**src/rtl/rtype_rf_sequencer_if.sv**
```systemverilog
// rtype_rf_sequencer_if: instruction, register-file and ALU signals of the R-type sequencer.
// Rev 1.0
`default_nettype none

interface rtype_rf_sequencer_if #(
  parameter int DATA_W = 32,
  parameter int ADDR_W = 5,
  parameter int FUNC_W = 11
);
  logic              instr_valid;
  logic              instr_ready;
  logic [31:0]       instr;
  logic [ADDR_W-1:0] rf_rs1;
  logic [ADDR_W-1:0] rf_rs2;
  logic [DATA_W-1:0] rf_dout_1;
  logic [DATA_W-1:0] rf_dout_2;
  logic              rf_we;
  logic [ADDR_W-1:0] rf_rd;
  logic [DATA_W-1:0] rf_din;
  logic              alu_req;
  logic [DATA_W-1:0] alu_a;
  logic [DATA_W-1:0] alu_b;
  logic [FUNC_W-1:0] alu_func;
  logic              alu_done;
  logic [DATA_W-1:0] alu_result;
  logic              wb_done;
  logic              illegal;

  modport master (
    input  instr_valid, instr, rf_dout_1, rf_dout_2, alu_done, alu_result,
    output instr_ready, rf_rs1, rf_rs2, rf_we, rf_rd, rf_din,
           alu_req, alu_a, alu_b, alu_func, wb_done, illegal
  );

  modport slave (
    output instr_valid, instr, rf_dout_1, rf_dout_2, alu_done, alu_result,
    input  instr_ready, rf_rs1, rf_rs2, rf_we, rf_rd, rf_din,
           alu_req, alu_a, alu_b, alu_func, wb_done, illegal
  );
endinterface

`default_nettype wire

```
**src/rtl/rtype_rf_sequencer.sv**
```systemverilog
// rtype_rf_sequencer: reads two operands, hands them to the ALU, writes the result back.
// Rev 1.0
`default_nettype none

module rtype_rf_sequencer #(
  parameter int DATA_W = 32,
  parameter int ADDR_W = 5,
  parameter int FUNC_W = 11
) (
  input  logic                clk,
  input  logic                rst,
  rtype_rf_sequencer_if.master bus
);

  typedef enum logic [1:0] {
    S_IDLE = 2'd0,
    S_READ = 2'd1,
    S_EXEC = 2'd2,
    S_WB   = 2'd3
  } state_t;

  state_t            state_q, state_d;
  // Opcode is only inspected at accept time, so just the operand fields are kept.
  logic [25:0]       instr_q, instr_d;
  logic [DATA_W-1:0] alu_a_q, alu_a_d;
  logic [DATA_W-1:0] alu_b_q, alu_b_d;
  logic [DATA_W-1:0] result_q, result_d;
  logic              instr_ready_q, instr_ready_d;
  logic              alu_req_q, alu_req_d;
  logic              rf_we_q, rf_we_d;
  logic              wb_done_q, wb_done_d;
  logic              illegal_q, illegal_d;

  always_comb begin
    state_d       = state_q;
    instr_d       = instr_q;
    alu_a_d       = alu_a_q;
    alu_b_d       = alu_b_q;
    result_d      = result_q;
    instr_ready_d = instr_ready_q;
    alu_req_d     = alu_req_q;
    rf_we_d       = 1'b0;
    wb_done_d     = 1'b0;
    illegal_d     = 1'b0;
    case (state_q)
      S_IDLE: begin
        if (bus.instr_valid && instr_ready_q) begin
          instr_d = bus.instr[25:0];
          if (bus.instr[31:26] == 6'h00) begin
            state_d       = S_READ;
            instr_ready_d = 1'b0;
          end else begin
            illegal_d = 1'b1;
          end
        end
      end
      S_READ: begin
        alu_a_d   = bus.rf_dout_1;
        alu_b_d   = bus.rf_dout_2;
        alu_req_d = 1'b1;
        state_d   = S_EXEC;
      end
      S_EXEC: begin
        if (bus.alu_done) begin
          result_d  = bus.alu_result;
          alu_req_d = 1'b0;
          // Writes to R0 are dropped but the instruction still retires.
          rf_we_d   = (instr_q[15:11] != 5'd0);
          wb_done_d = 1'b1;
          state_d   = S_WB;
        end
      end
      S_WB: begin
        instr_ready_d = 1'b1;
        state_d       = S_IDLE;
      end
      default: begin
        instr_ready_d = 1'b1;
        alu_req_d     = 1'b0;
        state_d       = S_IDLE;
      end
    endcase
  end

  always_ff @(posedge clk or posedge rst) begin
    if (rst) begin
      state_q       <= S_IDLE;
      instr_q       <= '0;
      alu_a_q       <= '0;
      alu_b_q       <= '0;
      result_q      <= '0;
      instr_ready_q <= 1'b1;
      alu_req_q     <= 1'b0;
      rf_we_q       <= 1'b0;
      wb_done_q     <= 1'b0;
      illegal_q     <= 1'b0;
    end else begin
      state_q       <= state_d;
      instr_q       <= instr_d;
      alu_a_q       <= alu_a_d;
      alu_b_q       <= alu_b_d;
      result_q      <= result_d;
      instr_ready_q <= instr_ready_d;
      alu_req_q     <= alu_req_d;
      rf_we_q       <= rf_we_d;
      wb_done_q     <= wb_done_d;
      illegal_q     <= illegal_d;
    end
  end

  assign bus.instr_ready = instr_ready_q;
  assign bus.rf_rs1      = instr_q[25:21];
  assign bus.rf_rs2      = instr_q[20:16];
  assign bus.rf_rd       = instr_q[15:11];
  assign bus.rf_we       = rf_we_q;
  assign bus.rf_din      = result_q;
  assign bus.alu_req     = alu_req_q;
  assign bus.alu_a       = alu_a_q;
  assign bus.alu_b       = alu_b_q;
  assign bus.alu_func    = instr_q[FUNC_W-1:0];
  assign bus.wb_done     = wb_done_q;
  assign bus.illegal     = illegal_q;

endmodule

`default_nettype wire

```
**src/flat_wrapper.sv**
```systemverilog
// flat-port wrapper written by rule: the top's interface ports become plain ports
module rtype_rf_sequencer_flat 
#(
  parameter int DATA_W = 32,
  parameter int ADDR_W = 5,
  parameter int FUNC_W = 11
)
  (clk, rst, bus_instr_valid, bus_instr, bus_rf_dout_1, bus_rf_dout_2, bus_alu_done, bus_alu_result, bus_instr_ready, bus_rf_rs1, bus_rf_rs2, bus_rf_we, bus_rf_rd, bus_rf_din, bus_alu_req, bus_alu_a, bus_alu_b, bus_alu_func, bus_wb_done, bus_illegal);
  rtype_rf_sequencer_if #(.DATA_W(DATA_W), .ADDR_W(ADDR_W), .FUNC_W(FUNC_W)) bus_i ();
  input  logic clk;
  input  logic rst;
  input wire logic [$bits(bus_i.instr_valid)-1:0] bus_instr_valid;
  input wire logic [$bits(bus_i.instr)-1:0] bus_instr;
  input wire logic [$bits(bus_i.rf_dout_1)-1:0] bus_rf_dout_1;
  input wire logic [$bits(bus_i.rf_dout_2)-1:0] bus_rf_dout_2;
  input wire logic [$bits(bus_i.alu_done)-1:0] bus_alu_done;
  input wire logic [$bits(bus_i.alu_result)-1:0] bus_alu_result;
  output wire logic [$bits(bus_i.instr_ready)-1:0] bus_instr_ready;
  output wire logic [$bits(bus_i.rf_rs1)-1:0] bus_rf_rs1;
  output wire logic [$bits(bus_i.rf_rs2)-1:0] bus_rf_rs2;
  output wire logic [$bits(bus_i.rf_we)-1:0] bus_rf_we;
  output wire logic [$bits(bus_i.rf_rd)-1:0] bus_rf_rd;
  output wire logic [$bits(bus_i.rf_din)-1:0] bus_rf_din;
  output wire logic [$bits(bus_i.alu_req)-1:0] bus_alu_req;
  output wire logic [$bits(bus_i.alu_a)-1:0] bus_alu_a;
  output wire logic [$bits(bus_i.alu_b)-1:0] bus_alu_b;
  output wire logic [$bits(bus_i.alu_func)-1:0] bus_alu_func;
  output wire logic [$bits(bus_i.wb_done)-1:0] bus_wb_done;
  output wire logic [$bits(bus_i.illegal)-1:0] bus_illegal;
  assign bus_i.instr_valid = bus_instr_valid;
  assign bus_i.instr = bus_instr;
  assign bus_i.rf_dout_1 = bus_rf_dout_1;
  assign bus_i.rf_dout_2 = bus_rf_dout_2;
  assign bus_i.alu_done = bus_alu_done;
  assign bus_i.alu_result = bus_alu_result;
  assign bus_instr_ready = bus_i.instr_ready;
  assign bus_rf_rs1 = bus_i.rf_rs1;
  assign bus_rf_rs2 = bus_i.rf_rs2;
  assign bus_rf_we = bus_i.rf_we;
  assign bus_rf_rd = bus_i.rf_rd;
  assign bus_rf_din = bus_i.rf_din;
  assign bus_alu_req = bus_i.alu_req;
  assign bus_alu_a = bus_i.alu_a;
  assign bus_alu_b = bus_i.alu_b;
  assign bus_alu_func = bus_i.alu_func;
  assign bus_wb_done = bus_i.wb_done;
  assign bus_illegal = bus_i.illegal;
  rtype_rf_sequencer #(.DATA_W(DATA_W), .ADDR_W(ADDR_W), .FUNC_W(FUNC_W)) u_core (.clk(clk), .rst(rst), .bus(bus_i));
endmodule
```
**config.mk**
```make
export PLATFORM = sky130hd
export DESIGN_NAME = rtype_rf_sequencer_flat
export DESIGN_NICKNAME = d
export VERILOG_FILES = /design/src/rtl/rtype_rf_sequencer_if.sv /design/src/rtl/rtype_rf_sequencer.sv /design/src/flat_wrapper.sv
export SDC_FILE = /design/constraint.sdc
export NUM_CORES = 1
export LEC_CHECK = 0
export ABC_CLOCK_PERIOD_IN_PS = 6500
export BUFFER_PORTS_ARGS = -buffer_cell sky130_fd_sc_hd__buf_4
export CAP_MARGIN = 20
export CORE_MARGIN = 2
export CORE_UTILIZATION = 45
export CTS_CLUSTER_DIAMETER = 30
export CTS_CLUSTER_SIZE = 8
export DETAILED_ROUTE_END_ITERATION = 8
export GPL_ROUTABILITY_DRIVEN = 0
export PLACE_DENSITY = 0.8
export SYNTH_ARGS = -nofsm -noshare
export SYNTH_HDL_FRONTEND = slang
export SYNTH_SLANG_ARGS = --single-unit
export TNS_END_PERCENT = 10
```
**constraint.sdc**
```tcl
create_clock -name clk -period 6.5 [get_ports clk]
set_input_delay 1.625 -clock clk [delete_from_list [all_inputs] [get_ports clk]]
set_output_delay 1.625 -clock clk [all_outputs]
set_load 0.02 [all_outputs]
```
Word level (Yosys, flattened, before mapping)
Cells that the tools add are included.
Storage, ports and cells
  bits in latches: 0
  memories kept: 0
  word-level logic and storage cells: 43
  register bits: 129
  memory bits (read-only): 0
  output and inout bits: 127
  RAM bits: 0
Operators by class
  $mul: 0
  bitwise gates (word level): 0
  order comparisons: 0
  shift-type cells: 0
  equality and inequality tests: 6
  mux-type cells: 16
  add/sub/neg operators: 0
  div/mod/pow operators: 0
  reduce and logical (&&, ||, !) cells: 11
Operators with widths (number)
  $mux W1: 10
  $pmux W2 S4: 1
  $logic_not A6 Y1: 1
  $mux W2: 3
  $reduce_and A2 Y1: 3
  $reduce_and A3 Y1: 2
  $reduce_bool A5 Y1: 1
  $eq A2 B2 Y1 const B: 2
  $ne A2 B1 Y1 const B: 2
  $pmux W1 S2: 2
  $reduce_bool A2 Y1: 2
  $eq A2 B1 Y1 const B: 1
  $logic_not A2 Y1: 1
  $ne A2 B2 Y1 const B: 1
  $logic_and A1 B1 Y1: 1

Longest topological paths before layout
Gate-level depths: netlist of run 1.
  depth in word-level cells: 4
  depth in mapped cells: 6
  depth with buffers taken out: 5

Least setup slack after synthesis of run 1
No wires, ideal clock.
  path kind: input -> register
  start: in bus_alu_done
  end: reg u_core.result_q[10], in the netlist u_core.bus.rf_din[10]
  path buffers: 1
  stages on the path: 3
  data required time: 6375 ps
  setup slack: 4023 ps
  arrival time: 2352 ps
  path through: nand2_1 > buf_2 > mux2_2
On the way
  longest elaborated chain between the ends: 1
Ends and longest elaborated chain
  start, declared: line flat_wrapper.sv:16  | input wire logic [$bits(bus_i.alu_done)-1:0] bus_alu_done;
  $reduce_and A2 Y1 (no source line)
  end signal, assigned: line rtype_rf_sequencer.sv:102  | result_q <= result_d;
  end, declared: line rtype_rf_sequencer.sv:27  | logic [DATA_W-1:0] result_q, result_d;
Every way passes these cells.
A chain may end at the register's enable or synchronous reset.

Worst setup path after layout of run 1
  start: reg u_core.instr_ready_q, in the netlist u_core.bus.instr_ready
  end: out bus_instr_ready
RTL lines
  start, declared: line rtype_rf_sequencer.sv:28  | logic instr_ready_q, instr_ready_d;
  start signal, assigned: line rtype_rf_sequencer.sv:103  | instr_ready_q <= instr_ready_d;
  end, declared: line flat_wrapper.sv:18  | output wire logic [$bits(bus_i.instr_ready)-1:0] bus_instr_ready;
No word-level cell between the ends.

==> results of run 1 <==
==> cell type report <==
| type | count | area (um2) | share of cell area [%] |
|---|---|---|---|
| flip-flops and latches | 129 | 3230 | 42.1 |
| repair buffers | 261 | 1960 | 25.5 |
| multi-input cells | 150 | 1660 | 21.7 |
| clock buffers | 19 | 442 | 5.76 |
| clock inverters | 13 | 185 | 2.41 |
| well taps | 140 | 175 | 2.28 |
| inverters | 5 | 21.3 | 0.277 |
==> state kept, by name, summed over array words and instances, names as in the netlist <==
name / cells
u_core.bus.alu_a: 32
u_core.bus.alu_req: 1
u_core.bus.wb_done: 1
u_core.bus.instr_ready: 1
u_core.bus.alu_b: 32
u_core.bus.rf_din: 32
u_core.bus.illegal: 1
u_core.bus.rf_we: 1
u_core.state_q: 2
u_core.instr_q: 26
==> per-stage QoR <==
stage | setup slack (ns) | std cells | util, % | area (um2) | power [mW]
2_1_floorplan | 1.44 | 296 | - | 4980 | 2.64
3_3_place_gp | 3.41 | 685 | 65.0 | 7050 | 3.45
3_5_place_dp | 3.36 | 685 | 65.0 | 7050 | 3.52
4_1_cts | 3.61 | 717 | 70.8 | 7670 | 4.52
5_1_grt | 3.57 | 717 | 70.8 | 7670 | 4.71
6_report | 3.64 | 717 | 70.8 | 7670 | 4.47
==> synthesized netlist by cell type (2+ instances only) <==
master,instances,area share [%]
buf_2,10,1.0
ha_1,4,1.0
dfrtp_1,128,64
buf_6,2,0.45
nand2_1,2,0.15
o22ai_1,2,0.25
nor2_1,5,0.38
nand2b_1,2,0.25
a31oi_1,2,0.25
mux2_2,103,23
inv_1,5,0.38
mux2_4,19,5.7
==> placed cells by master, fill, tap and decap left out <==
cell type   netlist  layout
and4_1            1       1
dfrtp_1         128     128
nand3_4           1       1
inv_4             0       1
clkinvlp_4        0       2
nor4_2            1       1
and4bb_2          1       1
mux2i_1           1       1
a311o_1           1       1
clkinv_4          0       4
ha_2              0       1
inv_1             5       4
or3_1             1       1
clkbuf_16         0      16
nor3_1            1       1
nor2_1            5       5
mux2_4           19      19
ha_1              4       3
mux2_2          103     103
a21oi_1           1       1
o22ai_1           2       2
buf_4             0     261
clkbuf_8          0       3
clkinv_2          0       3
dfstp_2           1       1
nor3b_1           1       1
nand2b_1          2       2
o21ai_0           1       1
a31oi_1           2       2
nand2_1           2       2
bufinv_16         0       4
==> path summary, 6_finish.rpt <==
path                                         from                    to  slack [ns]
setup / recovery           u_core.bus.instr_ready       bus_instr_ready        3.64
hold / removal               u_core.bus.rf_din[1]  u_core.bus.rf_din[1]        0.50
setup reg to reg                u_core.state_q[0]    u_core.instr_q[21]        4.58
hold reg to reg              u_core.bus.rf_din[1]  u_core.bus.rf_din[1]        0.50
max in group asynchronous                     rst    u_core.bus.illegal        4.01
min in group asynchronous                     rst  u_core.bus.alu_a[31]        1.34
==> routing by layer <==
layer / GRT usage, % / wire (um)
met1: 22.2 / 4350
met2: 34.6 / 6250
met3: 7.77 / 1140
met4: 7.05 / 128
met5: 0 / 0
==> cells by family after synthesis <==
family / count (synthesis) / share of synthesized area, %
flops: 129 / 64.8
mux: 123 / 29.2
buf+inv: 17 / 1.83
simple gates: 16 / 2.19
compound gates: 7 / 0.904
fa+ha+maj: 4 / 1.01
==> power groups by stage <==
| stage | logic [mW] | registers, mW | clock network [mW] |
|---|---|---|---|
| 5_1_grt | 2.15 | 1.51 | 1.05 |
| 2_1_floorplan | 0.712 | 1.93 | 0 |
| 6_report | 2.03 | 1.46 | 0.987 |
| 3_3_place_gp | 2.00 | 1.45 | 0 |
| 3_5_place_dp | 2.05 | 1.47 | 0 |
| 4_1_cts | 2.06 | 1.46 | 1.01 |
==> flow_summary.toml, run 1 <==
[worst_hold_path]
whs_path_depth = 1
hold_path_class = "flop to flop"

[sta]
hold-worst-slack_ns = 0.505
slew_violations = 0
slew_headroom_pct = 38.5
setup_viol = 0
fin_skew_ns = 0.00789
hold_viol = 0
tightest_slew_ns = 0.922
fmax_ghz = 0.349
period_needed_ns = 2.86
fin_crit_sh_pct = 44.0
fin_setup_tns_ns = 0
rsz0062_at_grt = "no"

[setup_path]
worst_setup_path_end_kind = "output port"
reg2reg_depth = 4
crit_path_cell_trace = "buf_4"
cp-start-kind = "flop"
path_delay_family = "flip-flops"
path_buf_inv = 1
cp_slowest_cell = "dfstp_2"
path_max_fanout = 4
critPathRequiredTime_ns = 4.88
critical_path.max_stage_delay_ns = 0.57
crit_type = "flop to output port"
cp_num_cells = 1
arrival_ns = 1.24

[floorplan]
core_um2 = 10800
start_util_pct = 45.9
fp.dieArea_um2 = 11900
io_pins = 259
die_y_um = 109
die_x_um = 109
std_cell_rows = 38

[global_routing]
grt_pass1_wl_um = 17800
grt_pass1_vias = 3559
grt_max_degree = 79
grt_overflow = 0
antenna_found_initial = 0
grt_use_total_pct = 19.9

[power]
switching_power_mw = 1.57
clkPwrFrac_pct = 22.1
power.leakage_nw = 3.79
internal_power_mw = 2.90
comb_power_share_pct = 45.4
power.density_nw_per_um2 = 583
p_sw_share_pct = 35.1
vdd_drop_max_mv = 0.277
seq_power_share_pct = 32.5

[cts]
numCtsBuffers = 17
clock_sinks = 129
cts_setup_buffers = 0
cts_hold_buf = 0
ctsLongestPathBuffers = 2
htree_levels = 4
clock_latency_ns = 0.51
path_clk_slew_ns = 0.06
cts_resized = 0
cts-root-buf = "clkbuf_8"
cts_tree = "built"

[placement]
port-buffer-count = 258
place_hpwl_um = 8730

[logic_synthesis]
syn_nets = 432
ys_types = 24
synthFlopType = "dfrtp_1"
seq_area_frac_synth_pct = 64.8
ys_ff_latch = 129
syn_area_um2 = 4980
synth-edff-count = 0
async_flop_share_pct = 100
ys_warn_count = 0
synth_area_per_cell_um2 = 16.8
synthCells = 296

[detailed_routing]
drc_errors = 0
wl_per_cell_um = 16.6
vias = 3426
wirelength_um = 11900
first_pass_iters = 4
routed_via_density = 4.78
first_iter_violations = 136
final_antenna_net_count = 0

[run]
max_cap_viol_count = 0

[cells_and_area]
nNetsFinal = 700
area_delta_synth_final_pct = 54.1
drive_gt1_share_pct = 73.0
nFillCells = 760
num_antenna_cells = 0

[status]
status = "finished clean"
Note: power is estimated with default switching activity, not from simulation.
==> run 2, diff against run 1 <==
--- a/config.mk
+++ b/config.mk
@@ -5,16 +5,16 @@
 export SDC_FILE = /design/constraint.sdc
 export NUM_CORES = 1
 export LEC_CHECK = 0
-export ABC_CLOCK_PERIOD_IN_PS = 6500
+export ABC_CLOCK_PERIOD_IN_PS = 2600
 export BUFFER_PORTS_ARGS = -buffer_cell sky130_fd_sc_hd__buf_4
 export CAP_MARGIN = 20
 export CORE_MARGIN = 2
-export CORE_UTILIZATION = 45
+export CORE_UTILIZATION = 41
 export CTS_CLUSTER_DIAMETER = 30
 export CTS_CLUSTER_SIZE = 8
 export DETAILED_ROUTE_END_ITERATION = 8
 export GPL_ROUTABILITY_DRIVEN = 0
-export PLACE_DENSITY = 0.8
+export PLACE_DENSITY = 0.77
 export SYNTH_ARGS = -nofsm -noshare
 export SYNTH_HDL_FRONTEND = slang
 export SYNTH_SLANG_ARGS = --single-unit
==> constraint.sdc (replaced) <==
create_clock -name clk -period 2.6 [get_ports clk]
set_input_delay 0.65 -clock clk [delete_from_list [all_inputs] [get_ports clk]]
set_output_delay 0.65 -clock clk [all_outputs]
set_load 0.02 [all_outputs]
==> flow_summary.toml, run 2 (synthesized netlist as in run 1, its figures left out) <==
[cells_and_area]
nNetsFinal = 701
fin_util_pct = 64.8
final_common_cell = "buf_4"
seqCellArea_um2 = 3230
drive_gt1_share_pct = 72.7
fin_area_um2 = 7720
layout.cells.non_filler = 725
multi_input_area_um2 = 1660
mostFrequentLayoutCells = "buf_4 (260), dfrtp_1 (128), mux2_2 (103)"
nFillCells = 892
num_antenna_cells = 0
area_delta_synth_final_pct = 55.0

[sta]
fin_skew_ns = 0.00452
slew_violations = 0
slew_headroom_pct = 54.5
setup_viol = 0
tightest_slew_ns = 0.682
fin_ws_ns = 0.681
hold_viol = 0
fmax_ghz = 0.521
period_needed_ns = 1.92
hold-worst-slack_ns = 0.420
fin_setup_tns_ns = 0
fin_crit_sh_pct = 73.8
rsz0062_at_grt = "no"

[run]
max_cap_viol_count = 0

[placement]
place_area_um2 = 7090
port-buffer-count = 258
dpl_worst_slack_ns = 0.708
dp_cells = 693
place_hpwl_um = 9050

[global_routing]
grt_overflow = 0
grt_pass1_wl_um = 18700
grt_use_total_pct = 18.9
grt_pass1_vias = 3727
antenna_found_initial = 0
grt_max_degree = 130

[power]
vdd_drop_max_mv = 0.722
power.leakage_nw = 3.80
fin_total_pwr_mw = 11.3
power.density_nw_per_um2 = 1460

[cts]
cts_resized = 0
cts_setup_buffers = 0
ctsLongestPathBuffers = 2
cts_tree = "built"
cts_hold_buf = 0
numCtsBuffers = 17
clock_latency_ns = 0.41
clock_sinks = 129
htree_levels = 4
path_clk_slew_ns = 0.05
cts-root-buf = "clkbuf_16"

[detailed_routing]
first_pass_iters = 6
drc_errors = 0
wirelength_um = 12200
wl_per_cell_um = 16.8
vias = 3471
final_antenna_net_count = 0
routed_via_density = 4.79
first_iter_violations = 98

[floorplan]
io_pins = 259
fp.dieArea_um2 = 13000
std_cell_rows = 40
die_x_um = 114
die_y_um = 114
start_util_pct = 41.8
core_um2 = 11900

[setup_path]
worst_setup_path_end_kind = "flop"
arrival_ns = 2.20
critPathRequiredTime_ns = 2.88
cp-start-kind = "flop"
path_max_fanout = 27
reg2reg_depth = 4
crit_type = "flop to flop"

[worst_hold_path]
whs_path_depth = 2
hold_path_class = "input port to flop"

[status]
status = "finished clean"
## run 2: worst paths after layout
path	from	end	slack [ns]
setup reg to reg	u_core.state_q[1]	u_core.instr_q[1]	0.68
hold reg to reg	u_core.bus.rf_din[27]	u_core.bus.rf_din[27]	0.50
setup / recovery	u_core.state_q[1]	u_core.instr_q[1]	0.68
max in group asynchronous	rst	u_core.instr_q[11]	1.64
hold / removal	bus_instr_valid	u_core.bus.instr_ready	0.42
min in group asynchronous	rst	u_core.bus.alu_a[1]	0.45
## run 2: worst max-delay path, stage by stage (launching register included)
cell,delay [ns]
dfrtp_1,0.41
inv_1,0.13
ha_1,0.34
nand3_4,0.44
mux2_4,0.46
## run 2: layout make-up
| class | count | share of cell area, % |
|---|---|---|
| clock buffer | 22 | 6.14 |
| clock inverter | 10 | 2.03 |
| inverter | 5 | 0.292 |
| multi-input combinational | 150 | 21.5 |
| sequential | 129 | 41.8 |
| tap | 147 | 2.38 |
| timing repair buffer | 262 | 25.8 |
## run 2: routing by layer
metal	vias up	track usage, %	wire (um)
met2	171	31.7	6200
met4	0	9.19	305
li1	1591	-	-
met5	-	0	0
met3	23	7.62	1140
met1	1686	21.0	4550
## run 2: power by group
part           switching, mW  internal, mW
Sequential             0.579          3.06
Combinational           2.49          2.63
Clock                  0.822          1.67
